===== src/rtl/gate2_exerciser.sv =====
// ============================================================================
// gate2_exerciser: drives a 2-input gate through all four vectors, checks
// each sampled output against TRUTH and reports pass/err_count/fail_vec.
// Revision: 1.0
// ============================================================================
`default_nettype none

module gate2_exerciser #(
  parameter logic [3:0]  TRUTH  = 4'b0110,
  parameter int unsigned SETTLE = 2
) (
  input  logic       clk,
  input  logic       rst,
  input  logic       start,
  input  logic       gate_out,
  output logic       gate_a,
  output logic       gate_b,
  output logic       busy,
  output logic       done,
  output logic       pass,
  output logic [2:0] err_count,
  output logic [3:0] fail_vec
);

  localparam logic [3:0] C_SETTLE = 4'(SETTLE);

  typedef enum logic [1:0] {
    S_IDLE = 2'd0,
    S_RUN  = 2'd1,
    S_DONE = 2'd2
  } state_t;

  state_t     state_q, state_d;
  logic [1:0] idx_q, idx_d;
  logic [3:0] cnt_q, cnt_d;
  logic [1:0] ab_q, ab_d;
  logic       busy_q, busy_d;
  logic       done_q, done_d;
  logic       pass_q, pass_d;
  logic [2:0] err_q, err_d;
  logic [3:0] fail_q, fail_d;
  logic       w_miss;

  assign w_miss = (gate_out != TRUTH[idx_q]);

  always_ff @(posedge clk) begin
    if (rst) begin
      state_q <= S_IDLE;
      idx_q   <= 2'd0;
      cnt_q   <= 4'd0;
      ab_q    <= 2'd0;
      busy_q  <= 1'b0;
      done_q  <= 1'b0;
      pass_q  <= 1'b0;
      err_q   <= 3'd0;
      fail_q  <= 4'd0;
    end else begin
      state_q <= state_d;
      idx_q   <= idx_d;
      cnt_q   <= cnt_d;
      ab_q    <= ab_d;
      busy_q  <= busy_d;
      done_q  <= done_d;
      pass_q  <= pass_d;
      err_q   <= err_d;
      fail_q  <= fail_d;
    end
  end

  always_comb begin
    state_d = state_q;
    idx_d   = idx_q;
    cnt_d   = cnt_q;
    ab_d    = ab_q;
    busy_d  = busy_q;
    done_d  = 1'b0;
    pass_d  = pass_q;
    err_d   = err_q;
    fail_d  = fail_q;

    case (state_q)
      // The done cycle accepts start exactly like idle, so a held start
      // restarts on the edge right after done.
      S_IDLE, S_DONE: begin
        ab_d   = 2'd0;
        busy_d = 1'b0;
        if (start) begin
          state_d = S_RUN;
          idx_d   = 2'd0;
          cnt_d   = 4'd0;
          busy_d  = 1'b1;
          pass_d  = 1'b0;
          err_d   = 3'd0;
          fail_d  = 4'd0;
        end else begin
          state_d = S_IDLE;
        end
      end
      S_RUN: begin
        if (cnt_q == C_SETTLE) begin
          cnt_d = 4'd0;
          if (w_miss) begin
            fail_d[idx_q] = 1'b1;
            err_d         = err_q + 3'd1;
          end
          if (idx_q == 2'd3) begin
            state_d = S_DONE;
            idx_d   = 2'd0;
            ab_d    = 2'd0;
            busy_d  = 1'b0;
            done_d  = 1'b1;
            pass_d  = (err_q == 3'd0) && !w_miss;
          end else begin
            idx_d = idx_q + 2'd1;
            ab_d  = idx_q + 2'd1;
          end
        end else begin
          cnt_d = cnt_q + 4'd1;
        end
      end
      default: begin
        state_d = S_IDLE;
        ab_d    = 2'd0;
        busy_d  = 1'b0;
      end
    endcase
  end

  assign gate_a    = ab_q[1];
  assign gate_b    = ab_q[0];
  assign busy      = busy_q;
  assign done      = done_q;
  assign pass      = pass_q;
  assign err_count = err_q;
  assign fail_vec  = fail_q;

endmodule

`default_nettype wire


===== config.mk =====
export PLATFORM = sky130hd
export DESIGN_NAME = gate2_exerciser
export DESIGN_NICKNAME = d
export VERILOG_FILES = /design/src/rtl/gate2_exerciser.sv
export SDC_FILE = /design/constraint.sdc
export NUM_CORES = 1
export LEC_CHECK = 0
export ABC_AREA = 1
export CAP_MARGIN = 20
export CORE_ASPECT_RATIO = 0.7
export CORE_MARGIN = 5
export CORE_UTILIZATION = 55
export CTS_BUF_LIST = sky130_fd_sc_hd__clkbuf_4 sky130_fd_sc_hd__clkbuf_8
export DETAILED_ROUTE_END_ITERATION = 8
export PLACE_DENSITY = 0.81
export SLEW_MARGIN = 0
export SYNTH_ARGS = -nofsm -noshare
export SYNTH_HDL_FRONTEND = slang
export SYNTH_SLANG_ARGS = --single-unit
export TNS_END_PERCENT = 50

===== constraint.sdc =====
create_clock -name clk -period 1.9 [get_ports clk]
set_input_delay 0.19 -clock clk [delete_from_list [all_inputs] [get_ports clk]]
set_output_delay 0.19 -clock clk [all_outputs]
set_load 0.02 [all_outputs]

==> qor.txt, run 1 <==
Outcome -> complete, no violations
Synthesized instance count -> 134
Delay-heaviest family, CP -> buffers and inverters
Clock Tree Root -> clkbuf_4
Vias in the first global route -> 805
Share of layout cells above drive strength 1 -> 13.2%
DP HPWL -> 1610 um
Starting density of the core -> 57.8%
Final Max Tran Viols -> 0
Worst-case clock buffer depth -> 2
CTS sink count -> 20
Fin nets -> 165
Total CTS buffers -> 3
Gate power share -> 20.1%
Met3 Usage GRT -> 5.50%
Clk pin slew, worst setup/hold paths -> 0.11 ns
Critical Path Start Type -> flop
Area Growth Syn to Fin -> 19.3%
Final worst path period share -> 81.0%
Grt ovf -> 0
Endpoint type of the worst setup path -> primary output
Die area -> 2970 sq um
Worst Hold Class -> reg2reg
Worst path bufs/invs -> 1
Final-report setup violation count -> 0
M1 GR Usage -> 19.0%
Final hold violation count -> 0
Clock Skew -> 0.00267 ns
WL per Instance -> 11.9 um
Clock network fraction of design power -> 28.8%
Initial antenna violation count -> 0
Critical Path RT -> 1.71 ns
Max-Cap Viols -> 0
DRC Markers -> 0
Post_cts resized -> 0
Flops & latches, synth -> 20
Crit-path max FO -> 4
Fin crit period -> 1.54 ns
M2 GR Usage -> 26.0%
Worst-Margin Slew -> 0.498 ns
First-pass GRT wire length -> 3540 um
Placer Congestion -> 0.831
Post CTS Setup Buffer Count -> 0
DR vias/cell -> 4.96
WHS -> 0.482 ns
Fillers -> 153
H-tree depth -> 1
Slew HR -> 66.7%
Largest net degree at the start of global routing -> 12
Storage element area -> 400 sq um
Rows -> 13
Biggest cell delay along the critical path -> 0.63 ns
Clock latency on the worst-skew pair -> 0.31 ns
Drt first pass iters -> 4
Core Area -> 1870 sq um
Tot Pwr -> 0.879 mW
Sw frac -> 29.4%
Max VDD drop -> 0.485 mV
Die Wd -> 63.0 um
Worst-path cell chain -> clkdlybuf4s50_1
DIE HEIGHT -> 47.1 um
Fmax -> 0.650 GHz
Overall routed net length -> 2070 um
Antenna-violating nets left -> 0
Final setup TNS -> 0 ns
CTS tree -> built
RSZ-0062 raised after global routing -> false
Leakage -> 0.601 nW
Vias -> 863
Synth unique cells -> 25
I/O pin count -> 16
Syn_nets -> 146
Cell area power density -> 681 nW/um^2
Sequential-to-total area share from yosys stat -> 37.0%
Global routing's busiest layer -> met2
Footprint of the multi-input gates -> 566 sq um
Synth warnings -> 0
Net Switching -> 0.258 mW
Setup CP Type -> reg2out
Int Pwr -> 0.621 mW
Initial DRC Count -> 41
Worst EP arrival -> 1.35 ns
Tot GR Track Use -> 15.6%
Post-Syn Area -> 1080 sq um
Post-CTS Hold Buffers -> 0
Port Buffers -> 15
Diodes inserted -> 0
Slowest cell on the critical path -> clkdlybuf4s50_1
Syn avg cell area -> 8.07 sq um
Reg power frac -> 51.1%
logic make-up (layout without fill, tap and decap cells):
kind of cell	Yosys count	count (layout)	synth area share, %
flip-flops	20	20	37.0
buffers and inverters	29	47	10.6
XOR/XNOR	2	2	1.62
AND/OR/NAND/NOR	61	61	32.5
adder cells (fa/ha/maj)	8	8	9.26
AO/OA/AOI/OAI	14	14	8.91
Yosys cell counts:
cell	n	share of area (%)
a21oi_1	8	3.7
a21oi_2	1	0.81
a31oi_4	1	2.0
and2_1	1	0.58
buf_2	1	0.46
dfxtp_1	20	37
ha_1	8	9.3
inv_1	26	9.0
inv_2	1	0.35
inv_6	1	0.81
nand2_1	29	10
nand2_2	3	1.7
nand2_4	3	3.1
nand2_8	1	1.9
nand3_1	9	4.2
nand3_4	2	3.2
nand4_1	6	3.5
nor2_1	3	1.0
nor2_4	2	2.1
nor4_1	2	1.2
o211ai_1	1	0.69
o21ai_0	1	0.46
o21ai_1	1	0.46
o21ai_2	1	0.81
xor2_1	2	1.6
stage by stage:
stage | worst slack, ns | area (sq um) | cells | utilization (%)
after global placement | 0.425 | 1250 | 170 | 67.0
after global routing | 0.236 | 1290 | 174 | 69.0
after CTS | 0.348 | 1290 | 174 | 69.0
final | 0.361 | 1290 | 174 | 69.0
after detailed placement | 0.369 | 1250 | 170 | 67.0
after floorplan | 0.562 | 1080 | 134 | -
routing by layer:
layer	wire, um	vias to the layer above
li1	-	458
met1	993	382
met2	934	18
met3	106	5
met4	36	0
met5	0	-
layout make-up:
| cell class | instances | area share [%] |
|---|---|---|
| multi-input combinational | 85 | 43.8 |
| inverter | 28 | 8.54 |
| clock buffer | 4 | 2.81 |
| tap | 22 | 2.13 |
| sequential | 20 | 31.0 |
| timing repair buffer | 15 | 11.6 |
registers in the layout, indices dropped and copies added, names as in the netlist:
name	count
pass	1
done	1
idx_q	2
busy	1
fail_vec	4
cnt_q	4
state_q	2
ab_q	2
err_count	3
power groups by stage:
stage / clock, mW / combinational, mW / sequential [mW]
floorplan: 0 / 0.112 / 0.471
global placement: 0 / 0.173 / 0.457
detailed placement: 0 / 0.177 / 0.458
CTS: 0.258 / 0.177 / 0.449
global route: 0.266 / 0.195 / 0.452
finish: 0.253 / 0.176 / 0.449
worst paths after layout:
path / from / endpoint / slack, ns / cells past startpoint
max: err_count[2] / err_count[2] / 0.36 / 1
min: ab_q[0] / ab_q[0] / 0.48 / 2
max reg2reg: idx_q[0] / err_count[0] / 0.37 / 9
min reg2reg: ab_q[0] / ab_q[0] / 0.48 / 2
layout by cell type, fill, tap and decap left out, drive strengths merged:
master and instances:
a21oi 9, a31oi 1, and2 1, clkbuf 4, clkdlybuf4s50 15, dfxtp 20, ha 8, inv 28
nand2 36, nand3 11, nand4 6, nor2 5, nor4 2, o211ai 1, o21ai 3, xor2 2
worst reg2reg max path, cell delays in order (launching register included):
cell and delay (ns):
dfxtp_1 0.41, inv_1 0.10, ha_1 0.35, inv_1 0.07
nand2_1 0.09, nand3_4 0.14, nand3_4 0.10, nand2_1 0.07
inv_1 0.04, a21oi_1 0.11
Note: power is estimated with default switching activity, not from simulation.
==> run 2, diff against run 1 <==
Settings changed: CORE_UTILIZATION 55 to 50, PLACE_DENSITY 0.81 to 0.77.
Clock period 1.9 ns to 1.25 ns, I/O delays scaled along.
==> run 2 against run 1 <==
The flow now finishes with violations (setup timing). Sequential share of layout area shrank 2.4 points. Wire length up 6.4%. Worst setup slack got worse by 0.43 ns. First-iteration DRC count shrank 41%. Via count up 7.0%. Count of clock-buffer cells in the layout unchanged. Combinational power grew 69%. Register-to-register slack got worse by 0.44 ns. Sequential power grew 52%. Total power up 55%. Highest routed layer unchanged.
==> qor.txt, run 2 (synthesized netlist as in run 1, its figures left out) <==
Outcome -> finished with violations
Failing checks -> setup timing
Worst-Margin Slew -> 0.235 ns (-0.263 ns)
First-pass GRT wire length -> 3800 um (+7.4%)
Critical Path Start Type -> flop
Slew HR -> 84.3% (+18 points)
Sw frac -> 29.8% (+0.46 points)
Diodes inserted -> 0 (unchanged)
Endpoint type of the worst setup path -> flop
Total CTS buffers -> 3 (unchanged)
Leakage -> 0.708 nW (+18%)
Clk pin slew, worst setup/hold paths -> 0.11 ns (about the same)
Grt ovf -> 0 (unchanged)
Gate power share -> 21.9% (+1.8 points)
DP HPWL -> 1790 um (+11%)
Final cell count without fillers -> 187 (+7.5%)
Initial antenna violation count -> 0 (unchanged)
Worst-case clock buffer depth -> 2 (unchanged)
Largest net degree at the start of global routing -> 12 (unchanged)
Fin nets -> 176 (+6.7%)
Dpl cells -> 182 (+7.1%)
Overall routed net length -> 2200 um (+6.4%)
Dpl ws -> -0.0726 ns (-0.441 ns)
Storage element area -> 403 sq um (+0.62%)
DRC Markers -> 0 (unchanged)
Critical Path RT -> 1.50 ns (-0.21 ns)
Placer Congestion -> 0.776 (-6.6%)
Fin crit period -> 1.32 ns
Max VDD drop -> 0.555 mV (+14%)
Share of layout cells above drive strength 1 -> 28.2% (+15 points)
Clock Skew -> 0.00343 ns (+0.000766 ns)
Clock network fraction of design power -> 28.0% (-0.8 points)
Commonest non-fill, non-tap cell in the layout -> nand2_1
Final-report setup violation count -> 8 (+8)
Clock latency on the worst-skew pair -> 0.31 ns (about the same)
Crit-path max FO -> 6 (+2)
Final Max Tran Viols -> 0 (unchanged)
H-tree depth -> 1 (unchanged)
Worst Hold Class -> reg2reg
Tot GR Track Use -> 15.4% (-0.21 points)
WL per Instance -> 11.8 um (-0.97%)
Post-CTS Hold Buffers -> 0 (unchanged)
Core Area -> 2100 sq um (+12%)
Fmax -> 0.759 GHz
Vias in the first global route -> 886 (+10%)
CTS sink count -> 20 (unchanged)
Cell area power density -> 967 nW/um^2 (+42%)
I/O pin count -> 16 (unchanged)
Reg power frac -> 50.1% (-1.0 points)
Die area -> 3210 sq um (+8.1%)
Antenna-violating nets left -> 0 (unchanged)
Fillers -> 179 (+17%)
Starting density of the core -> 51.4% (-6.4 points)
Worst setup margin -> -0.0673 ns (-0.429 ns)
Max-Cap Viols -> 0 (unchanged)
Die Wd -> 65.6 um (+4.1%)
DIE HEIGHT -> 48.9 um (+3.9%)
Vias -> 923 (+7.0%)
Net Switching -> 0.406 mW (+57%)
Area Growth Syn to Fin -> 30.2%
RSZ-0062 raised after global routing -> true
Setup CP Type -> reg2reg
Worst EP arrival -> 1.56 ns (+0.21 ns)
Initial DRC Count -> 24 (-41%)
Rows -> 14 (+1)
Final hold violation count -> 0 (unchanged)
Port Buffers -> 15 (unchanged)
Drt first pass iters -> 4 (unchanged)
CTS tree -> built
Clock Tree Root -> clkbuf_4
Footprint of the multi-input gates -> 609 sq um (+7.7%)
Int Pwr -> 0.955 mW (+54%)
Most frequent cells in the layout -> nand2_1, inv_1, dfxtp_1, dlygate4sd2_1, buf_4
DR vias/cell -> 4.94 (-0.48%)
Final worst path period share -> 105%
run 2: cell types whose count changed in the layout (fill, tap and decap cells not counted), moves of 3 or more:
| cell | before | now |
|---|---|---|
| buf_4 | 0 | 11 |
| clkdlybuf4s50_1 | 15 | 3 |
| dlygate4sd2_1 | 0 | 11 |
| inv_1 | 26 | 20 |
| inv_2 | 1 | 7 |
| nand2_1 | 29 | 25 |
| nand2_2 | 3 | 6 |
run 2: final timing paths:
path         startpoint      endpoint  slack, ns  cells past startpoint
max            idx_q[1]  err_count[0]      -0.07                      9
min reg2reg     ab_q[1]       ab_q[1]       0.49                      2
max reg2reg    idx_q[1]  err_count[0]      -0.07                      9
min             ab_q[1]       ab_q[1]       0.49                      2
run 2: what timing repair did:
item	in CTS	in global routing
resized for setup	13	12
endpoints found under the setup margin	20	14
pin swaps	0	7
setup buffers	0	1
run 2: stage by stage:
| stage | util [%] | TNS (ns) | total power, mW | cell area [sq um] | hold slack (ns) |
|---|---|---|---|---|---|
| floorplan | - | 0 | 0.886 | 1100 | 0.377 |
| global placement | 64.2 | -0.00934 | 0.978 | 1350 | 0.463 |
| detailed placement | 64.2 | -0.356 | 0.991 | 1350 | 0.470 |
| CTS | 65.2 | -0.275 | 1.35 | 1370 | 0.490 |
| global route | 67.0 | -0.900 | 1.44 | 1410 | 0.529 |
| finish | 67.0 | -0.266 | 1.36 | 1410 | 0.488 |
run 2: layout make-up:
type / count / share of cell area, %
flip-flops and latches: 20 / 28.6
clock buffers: 4 / 2.58
well taps: 24 / 2.13
multi-input cells: 85 / 43.3
repair buffers: 26 / 15.6
inverters: 28 / 7.82
run 2: layer usage:
layer / vias to the layer above / part of all wire, % / global-route usage (%)
li1: 486 / - / -
met1: 412 / 47 / 19.7
met2: 19 / 45 / 24.0
met3: 6 / 5.6 / 5.53
met4: 0 / 1.9 / 4.83
met5: - / 0 / 0
run 2: critical path, stage by stage, from the launching register on:
cell and delay [ns]:
dfxtp_2 0.37, inv_2 0.05, ha_4 0.25, inv_2 0.05, nand2_2 0.06, nand3_4 0.12, nand3_4 0.12, nand2_2 0.08
inv_1 0.04, a21oi_1 0.11
run 2: power groups by stage:
stage                     clock network, mW  registers (mW)  logic, mW
final                                 0.381           0.681      0.298
after global routing                  0.424           0.685      0.331
after CTS                             0.390           0.680      0.284
after detailed placement                  0           0.696      0.295
after global placement                    0           0.693      0.285
after floorplan                           0           0.716      0.170
==> run 3, diff against run 2 <==
Settings changed: GPL_ROUTABILITY_DRIVEN from default to 0.
==> results of run 3 <==
Same layout as run 2: the final DEF is identical, and so are final timing and power.
